==> src/rtl/alt_vipcts131_common_stream_output_sync_ctrl_pkg.sv <==
// Shared definitions for the stream-output sync controller: state encoding and
// timeout counter sizing.
package alt_vipcts131_common_stream_output_sync_ctrl_pkg;

    typedef enum logic [1:0] {
        ST_IDLE  = 2'd0,
        ST_START = 2'd1,
        ST_RUN   = 2'd2,
        ST_STOP  = 2'd3
    } sync_state_e;

    // Width needed to hold 0..cycles-1; never narrower than one bit.
    function automatic int unsigned timer_width(input int unsigned cycles);
        return (cycles <= 2) ? 1 : $clog2(cycles);
    endfunction

endpackage

==> src/rtl/alt_vipcts131_common_timeout_counter.sv <==
// Free-running timeout counter: synchronous clear, count enable, and an expired
// flag decoded from the registered count on its final value.
module alt_vipcts131_common_timeout_counter #(
    parameter int unsigned TIMEOUT_CYCLES = 65536,
    parameter int unsigned CNT_W          = 16
) (
    input  logic clk,
    input  logic rst_n,
    input  logic i_clear,
    input  logic i_count,
    output logic o_expired
);

    logic [CNT_W-1:0] r_count;

    always_ff @(posedge clk or negedge rst_n) begin
        if (!rst_n) begin
            r_count <= '0;
        end else if (i_clear) begin
            r_count <= '0;
        end else if (i_count) begin
            r_count <= r_count + 1'b1;
        end
    end

    assign o_expired = (r_count == CNT_W'(TIMEOUT_CYCLES - 1));

endmodule

==> src/rtl/alt_vipcts131_common_stream_output_sync_ctrl.sv <==
// Starts and stops a group of stream-output stages together on image-packet
// boundaries, counting frames and flagging stages that never reach a boundary.
module alt_vipcts131_common_stream_output_sync_ctrl
    import alt_vipcts131_common_stream_output_sync_ctrl_pkg::*;
#(
    parameter int unsigned NUM_OUTPUTS    = 2,
    parameter int unsigned TIMEOUT_CYCLES = 65536,
    parameter int unsigned FRAME_W        = 16
) (
    input  logic                   clk,
    input  logic                   rst_n,
    input  logic                   start,
    input  logic                   stop,
    input  logic [NUM_OUTPUTS-1:0] out_mask,
    input  logic [FRAME_W-1:0]     frame_limit,
    input  logic                   frame_tick,
    input  logic [NUM_OUTPUTS-1:0] synced,
    output logic [NUM_OUTPUTS-1:0] enable,
    output logic                   busy,
    output logic                   running,
    output logic                   error,
    output logic [FRAME_W-1:0]     frames_done
);

    localparam int unsigned TMR_W = timer_width(TIMEOUT_CYCLES);

    sync_state_e            r_state;
    logic [NUM_OUTPUTS-1:0] r_mask;
    logic [NUM_OUTPUTS-1:0] r_enable;
    logic [FRAME_W-1:0]     r_limit;
    logic [FRAME_W-1:0]     r_frames;
    logic                   r_error;

    logic                   w_expired;
    logic                   w_tmr_clear;
    logic                   w_tmr_count;
    logic                   w_leave_start;
    logic                   w_leave_stop;
    logic [NUM_OUTPUTS-1:0] w_masked_sync;
    logic                   w_all_halted;
    logic                   w_all_running;
    logic [FRAME_W-1:0]     w_frames_inc;
    logic                   w_limit_hit;

    assign w_masked_sync = synced & r_mask;
    assign w_all_halted  = (w_masked_sync == r_mask);
    assign w_all_running = (w_masked_sync == '0);
    assign w_frames_inc  = (r_frames == '1) ? r_frames : r_frames + 1'b1;
    assign w_limit_hit   = (r_limit != '0) && (w_frames_inc == r_limit);

    // Timer only accumulates while waiting in START/STOP; any exit restarts it.
    always_comb begin
        w_leave_start = w_all_running || stop || w_expired;
        w_leave_stop  = w_all_halted || w_expired;
        w_tmr_count   = (r_state == ST_START) || (r_state == ST_STOP);
        w_tmr_clear   = !(((r_state == ST_START) && !w_leave_start) ||
                          ((r_state == ST_STOP)  && !w_leave_stop));
    end

    alt_vipcts131_common_timeout_counter #(
        .TIMEOUT_CYCLES(TIMEOUT_CYCLES),
        .CNT_W         (TMR_W)
    ) u_timeout (
        .clk      (clk),
        .rst_n    (rst_n),
        .i_clear  (w_tmr_clear),
        .i_count  (w_tmr_count),
        .o_expired(w_expired)
    );

    always_ff @(posedge clk or negedge rst_n) begin
        if (!rst_n) begin
            r_state  <= ST_IDLE;
            r_mask   <= '0;
            r_enable <= '0;
            r_limit  <= '0;
            r_frames <= '0;
            r_error  <= 1'b0;
        end else begin
            case (r_state)
                ST_IDLE: begin
                    if (start && !stop && (out_mask != '0)) begin
                        r_mask   <= out_mask;
                        r_limit  <= frame_limit;
                        r_enable <= out_mask;
                        r_error  <= 1'b0;
                        r_frames <= '0;
                        r_state  <= ST_START;
                    end
                end
                ST_START: begin
                    if (w_all_running) begin
                        r_state <= ST_RUN;
                    end else if (stop) begin
                        r_enable <= '0;
                        r_state  <= ST_STOP;
                    end else if (w_expired) begin
                        r_error  <= 1'b1;
                        r_enable <= '0;
                        r_state  <= ST_STOP;
                    end
                end
                ST_RUN: begin
                    if (frame_tick) begin
                        r_frames <= w_frames_inc;
                    end
                    if ((frame_tick && w_limit_hit) || stop) begin
                        r_enable <= '0;
                        r_state  <= ST_STOP;
                    end
                end
                ST_STOP: begin
                    if (w_all_halted) begin
                        r_state <= ST_IDLE;
                    end else if (w_expired) begin
                        r_error <= 1'b1;
                        r_state <= ST_IDLE;
                    end
                end
                default: r_state <= ST_IDLE;
            endcase
        end
    end

    assign enable      = r_enable;
    assign busy        = (r_state != ST_IDLE);
    assign running     = (r_state == ST_RUN);
    assign error       = r_error;
    assign frames_done = r_frames;

endmodule

==> config.mk <==
export PLATFORM = sky130hd
export DESIGN_NAME = alt_vipcts131_common_stream_output_sync_ctrl
export DESIGN_NICKNAME = d
export VERILOG_FILES = /design/src/rtl/alt_vipcts131_common_stream_output_sync_ctrl_pkg.sv /design/src/rtl/alt_vipcts131_common_timeout_counter.sv /design/src/rtl/alt_vipcts131_common_stream_output_sync_ctrl.sv
export SDC_FILE = /design/constraint.sdc
export NUM_CORES = 1
export LEC_CHECK = 0
export CAP_MARGIN = 0
export CORE_ASPECT_RATIO = 0.8
export CORE_UTILIZATION = 25
export DETAILED_ROUTE_END_ITERATION = 10
export HOLD_SLACK_MARGIN = 0.15
export PLACE_DENSITY = 0.53
export SETUP_SLACK_MARGIN = 0.4
export SKIP_LAST_GASP = 1
export SLEW_MARGIN = 20
export SYNTH_ARGS = -nofsm -noshare
export SYNTH_HDL_FRONTEND = slang
export SYNTH_HIERARCHICAL = 1
export SYNTH_SLANG_ARGS = --single-unit
==> constraint.sdc <==
create_clock -name clk -period 3.4 [get_ports clk]
set_input_delay 1.02 -clock clk [delete_from_list [all_inputs] [get_ports clk]]
set_output_delay 1.02 -clock clk [all_outputs]
set_load 0.1 [all_outputs]
Word level (Yosys, flattened, before mapping)

Cells that the tools add are included.

$add $sub $neg: 2
Multiply operators: 0
Divide/modulo/power cells: 0
Magnitude comparators: 0
Equality and inequality tests: 17
Shift-type cells: 0
Mux-type cells: 25
Bitwise gates (word level): 1
Reductions and logical operators: 28

Operators with widths:

| kind                    | count |
|---|---|
| $mux W16                | 5 |
| $add A16 B1 Y16 const B | 2 |
| $eq A16 B16 Y1 const B  | 2 |
| $pmux W16 S2            | 1 |
| $mux W2                 | 11 |
| $eq A16 B16 Y1          | 1 |
| $reduce_bool A16 Y1     | 1 |
| $ne A2 B2 Y1 const B    | 5 |
| $reduce_and A5 Y1       | 2 |
| $pmux W2 S4             | 1 |
| $logic_and A1 B1 Y1     | 6 |
| $logic_or A1 B1 Y1      | 6 |
| $ne A3 B3 Y1 const B    | 2 |
| $pmux W2 S3             | 1 |
| $reduce_bool A2 Y1      | 3 |
| $reduce_bool A3 Y1      | 2 |
| $mux W1                 | 5 |
| $eq A2 B2 Y1 const B    | 2 |
| $logic_not A2 Y1        | 2 |
| $ne A2 B1 Y1 const B    | 2 |
| $ne A4 B4 Y1 const B    | 1 |
| $reduce_and A4 Y1       | 1 |
| $logic_not A1 Y1        | 3 |
| $pmux W1 S3             | 1 |
| other kinds (5)         | 5 |

Bits in registers: 55
Bits in latches: 0
RAM bits: 0
ROM bits: 0
Input port bits: 25
Output and inout bits: 21
Word-level logic and storage cells: 80
Memories: 0

Logic depth before layout (Yosys ltp)

Depth in word-level cells: 8
Depth in mapped cells: 11
Depth with buffers taken out: 9

By module

Netlist, hierarchy kept.

Modules (own cells, without submodules):

| module                                       | times used | cells an instance | area an instance (sq um) | seq. area each (sq um) |
|---|---|---|---|---|
| alt_vipcts131_common_stream_output_sync_ctrl | 1          | 294               | 2,651.3                  | 975.9 |
| alt_vipcts131_common_timeout_counter         | 1          | 84                | 834.6                    | 400.4 |

Least setup slack after synthesis

OpenSTA, ideal clock, no wires.

Path type: flip-flop to flip-flop
Start point: register r_frames[0] (netlist: frames_done[0])
End point: register r_state[1]
Library setup time: 125 ps
Arrival: 3,520 ps
Data required time: 3,275 ps
Setup slack: -245 ps
Stages on the path, launching flop included: 10
Buffers on the path: 0
Period minus slack after synthesis: 3,645 ps
Path through: dfrtp_1 -> ha_1 -> nand3_2 -> o41ai_4 -> nor3_2 -> o41a_1 -> a2111oi_2 -> a31oi_1 -> nor2_1 -> mux2_2

Cells in the longest elaborated chain, start to end: 8
Elaborated cells on any way between the ends: 9
Those cells by class: add/sub: 1; eq/ne: 3; mux: 1; reduce/logical: 4

Ends and longest elaborated chain:

| item                                              | RTL line                                            | text |
|---|---|---|
| start, declared                                   | alt_vipcts131_common_stream_output_sync_ctrl.sv:31  | `logic [FRAME_W-1:0] r_frames;` |
| start signal, assigned                            | alt_vipcts131_common_stream_output_sync_ctrl.sv:105 | `r_frames <= w_frames_inc;` |
| $add A16 B1 Y16 or $eq A16 B16 Y1 (tied branches) | alt_vipcts131_common_stream_output_sync_ctrl.sv:48  | `assign w_frames_inc = (r_frames == '1) ? r_frames : r_frames + 1'b1;` |
| $mux W16 (*)                                      | alt_vipcts131_common_stream_output_sync_ctrl.sv:48  |  |
| $eq A16 B16 Y1 (*)                                | alt_vipcts131_common_stream_output_sync_ctrl.sv:49  | `assign w_limit_hit = (r_limit != '0) && (w_frames_inc == r_limit);` |
| $logic_and A1 B1 Y1 (*)                           | alt_vipcts131_common_stream_output_sync_ctrl.sv:49  |  |
| $logic_and A1 B1 Y1 (*)                           | alt_vipcts131_common_stream_output_sync_ctrl.sv:107 | `if ((frame_tick && w_limit_hit) \|\| stop) begin` |
| $logic_or A1 B1 Y1 (*)                            | alt_vipcts131_common_stream_output_sync_ctrl.sv:107 |  |
| $ne A2 B1 Y1 (no source line) (*)                 | n/a                                                 |  |
| $reduce_and A4 Y1 (no source line) (*)            | n/a                                                 |  |
| end signal, assigned                              | alt_vipcts131_common_stream_output_sync_ctrl.sv:109 | `r_state <= ST_STOP;` |
| end signal, assigned                              | alt_vipcts131_common_stream_output_sync_ctrl.sv:114 | `r_state <= ST_IDLE;` |
| end signal, assigned                              | alt_vipcts131_common_stream_output_sync_ctrl.sv:117 | `r_state <= ST_IDLE;` |
| end, declared                                     | alt_vipcts131_common_stream_output_sync_ctrl.sv:27  | `sync_state_e r_state;` |

Mark *: on every way between the ends. The rest lies on a longest branch, timed or not.
A chain may end at the register's enable or synchronous reset.

Worst setup path in the final report

Start point: register r_frames[14] (netlist: frames_done[14])
End point: register r_state[1]

The elaborated chain is that of the path after synthesis.

==> out/results.txt <==
Status - finished clean
Area after DPL - 4190 um^2
Metal1 wirelength - 5.18 mm
I/O pin cnt - 46
Power per Cell Area - 627 nW/um^2
DP Worst Slack - 0.0213 ns
Fin area - 4680 um^2
Initial DRC count - 251
Most used DFF post-synth - dfrtp_1
Nets - 482
Layout cells sized above 1 - 0.295
Slew headroom - 0.650
Multi-input combinational cell area - 2070 um^2
Crit-path cells - nand4_4 > buf_4 > o41ai_4 > buf_4 > or4_1 > o41a_1 > a2111oi_4 > a31oi_4 > nor2_2 > mux2_2
Met2 wire len - 4.27 mm
Post-Syn Area per Cell - 9.22 um^2
WL final - 10.2 mm
Finished Layout Cells - 631
Number of diodes - 0
Tmin final - 2.94 ns
CP Class - flop to flop
H-tree depth - 2
DRC - 0
Gr usage total - 0.142
Most frequent cells in the layout - buf_4, nand2_1, dfrtp_1, nor2_1, clkdlybuf4s50_1
Cells after Synth - 378
Setup ws final - 0.455 ns
Die ar. - 14400 um^2
Max-slew violations - 0
CTS max path bufs - 2
Hold-fix buffers, CTS - 0
Worst Max-Slew Pin Slew - 0.518 ns
Die Y - 108 um
Cell area after synthesis - 3490 um^2
Layout area overhead - 34.3%
Initial core utilization - 0.256
Maxcap violations - 0
#FFs+latches synth - 55
Slowest stage delay, CP - 0.53 ns
Number of I/O port buffers - 45
Number of synthesized flops with an enable pin - 0
Avg Vias per Cell - 5.07
DR top layer - met4
Initial antenna violation count - 0
Ys Warns - 6
Die X - 134 um
Worst Setup Start Kind - flop
Worst-Skew Late Latency - 0.30 ns
Clock Skew - 0.00752 ns
Clk root buf - clkbuf_16
GR Overflow Total - 0
Register area - 1430 um^2
CP most frequent cell - buf_4
DPL Wire Length - 7.33 mm
Total Power - 2.94 mW
LEAKAGE - 1.86 nW
Worst min path class - flop to flop
Met3 WL - 584 um
Wire per inst - 16.2 um
Worst path slowest cell - dfrtp_4
Sequential cell area fraction in the yosys report - 0.395
Worst-path fanout max - 8
Final setup viols - 0
Dpl cells - 595
Clk sinks - 55
Fin Setup TNS - 0 ns
Worst hold slack - 0.534 ns
Synth unique cells - 55
RSZ-0062 raised after global routing - false
Final period util - 0.866
CTS clk-pin slew, worst paths - 0.07 ns
TritonCTS Buffers - 5
Gpl congestion - 0.883
Row count - 38
Worst path arrival time - 3.13 ns
1st-pass router iterations - 4
Fillers - 1409
Hold Fails Final Rpt - 0
CTS tree - done
Fmax - 340 MHz
Largest net degree at the start of global routing - 22
Final core occ - 0.344
Core area - 13600 um^2
Vias post-DR - 3199
Antenna-violating nets left - 0
WP data required - 3.59 ns
Synthesized Nets - 410
Most common cell after layout, fill and taps aside - buf_4
Async S/R FF share, synth - 1.00
First-pass GRT wire length - 15.8 mm
Setup crit end kind - flop
Vias in the first global route - 2957
Peak supply drop - 0.340 mV
power by group:
group / internal [mW] / switching [mW] / total, mW
Combinational: 0.531 / 0.837 / 1.37
Sequential: 0.806 / 0.208 / 1.01
Clock: 0.284 / 0.270 / 0.554
Total: 1.62 / 1.31 / 2.94
worst max-delay path: cells and delay by family (launching register included):
family / cells / cell delay [ns]
buf+inv: 2 / 0.35
flops: 1 / 0.53
simple gates: 3 / 0.77
compound gates: 4 / 0.85
mux: 1 / 0.34
registers in the layout (all words and copies together), names as in the netlist:
register and cells:
error 1, r_state 2, frames_done 16, r_limit 16
enable 2, r_mask 2, u_timeout/r_count 16
cell type report:
class	count	share of cell area
Clock inverter	3	0.00722
Timing Repair Buffer	87	0.157
Inverter	19	0.0152
Tap cell	180	0.0481
Sequential cell	55	0.305
Multi-Input combinational cell	282	0.441
Clock buffer	5	0.0267
per-layer routing:
layer  vias to the layer above  track usage
li1                       1529            -
met1                      1565        0.213
met2                        94        0.202
met3                        11       0.0264
met4                         0       0.0457
met5                         -            0
what timing repair did:
item | in CTS | in global routing
pin swaps | 5 | 9
buffers inserted | 5 | 23
setup endpoints to repair | 4 | 4
gates resized for setup | 6 | 12
logic make-up after synthesis:
| logic type | count (synthesis) | synth area share |
|---|---|---|
| flops | 55 | 0.395 |
| simple gates | 147 | 0.227 |
| compound gates | 78 | 0.160 |
| mux | 24 | 0.0761 |
| buf+inv | 41 | 0.0517 |
| fa+ha+maj | 7 | 0.0251 |
| xor+xnor | 26 | 0.0653 |
synth_stat cells (3+ instances only):
cell type | n | area [um^2]
dfrtp_1 | 55 | 1380
nand2_1 | 49 | 184
nor2_1 | 24 | 90.1
a21oi_1 | 22 | 110
mux2_2 | 20 | 225
inv_1 | 19 | 71.3
xnor2_1 | 19 | 166
nand3_1 | 15 | 75.1
o21ai_0 | 14 | 70.1
nor4_1 | 13 | 81.3
clkbuf_1 | 12 | 45.0
nor3_1 | 9 | 45.0
nand4_1 | 8 | 50.1
buf_2 | 7 | 35.0
ha_1 | 7 | 87.6
o31ai_1 | 7 | 52.6
xor2_1 | 7 | 61.3
a41oi_1 | 4 | 35.0
and4_1 | 4 | 35.0
mux2i_1 | 4 | 40.0
nand2b_1 | 4 | 25.0
or3_1 | 4 | 25.0
a22o_1 | 3 | 26.3
a31oi_1 | 3 | 18.8
nand4_4 | 3 | 63.8
o41ai_1 | 3 | 26.3
or4_1 | 3 | 22.5
final timing paths:
path	startpoint	end	slack, ns	cells past startpoint
min reg2reg	enable[1]	enable[1]	0.53	2
max	frames_done[14]	r_state[1]	0.46	10
min	enable[1]	enable[1]	0.53	2
max reg2reg	frames_done[14]	r_state[1]	0.46	10
max in group asynchronous	rst_n	frames_done[0]	2.06	2
min in group asynchronous	rst_n	u_timeout/r_count[11]	0.69	1
(Power assumes the default switching activity.)
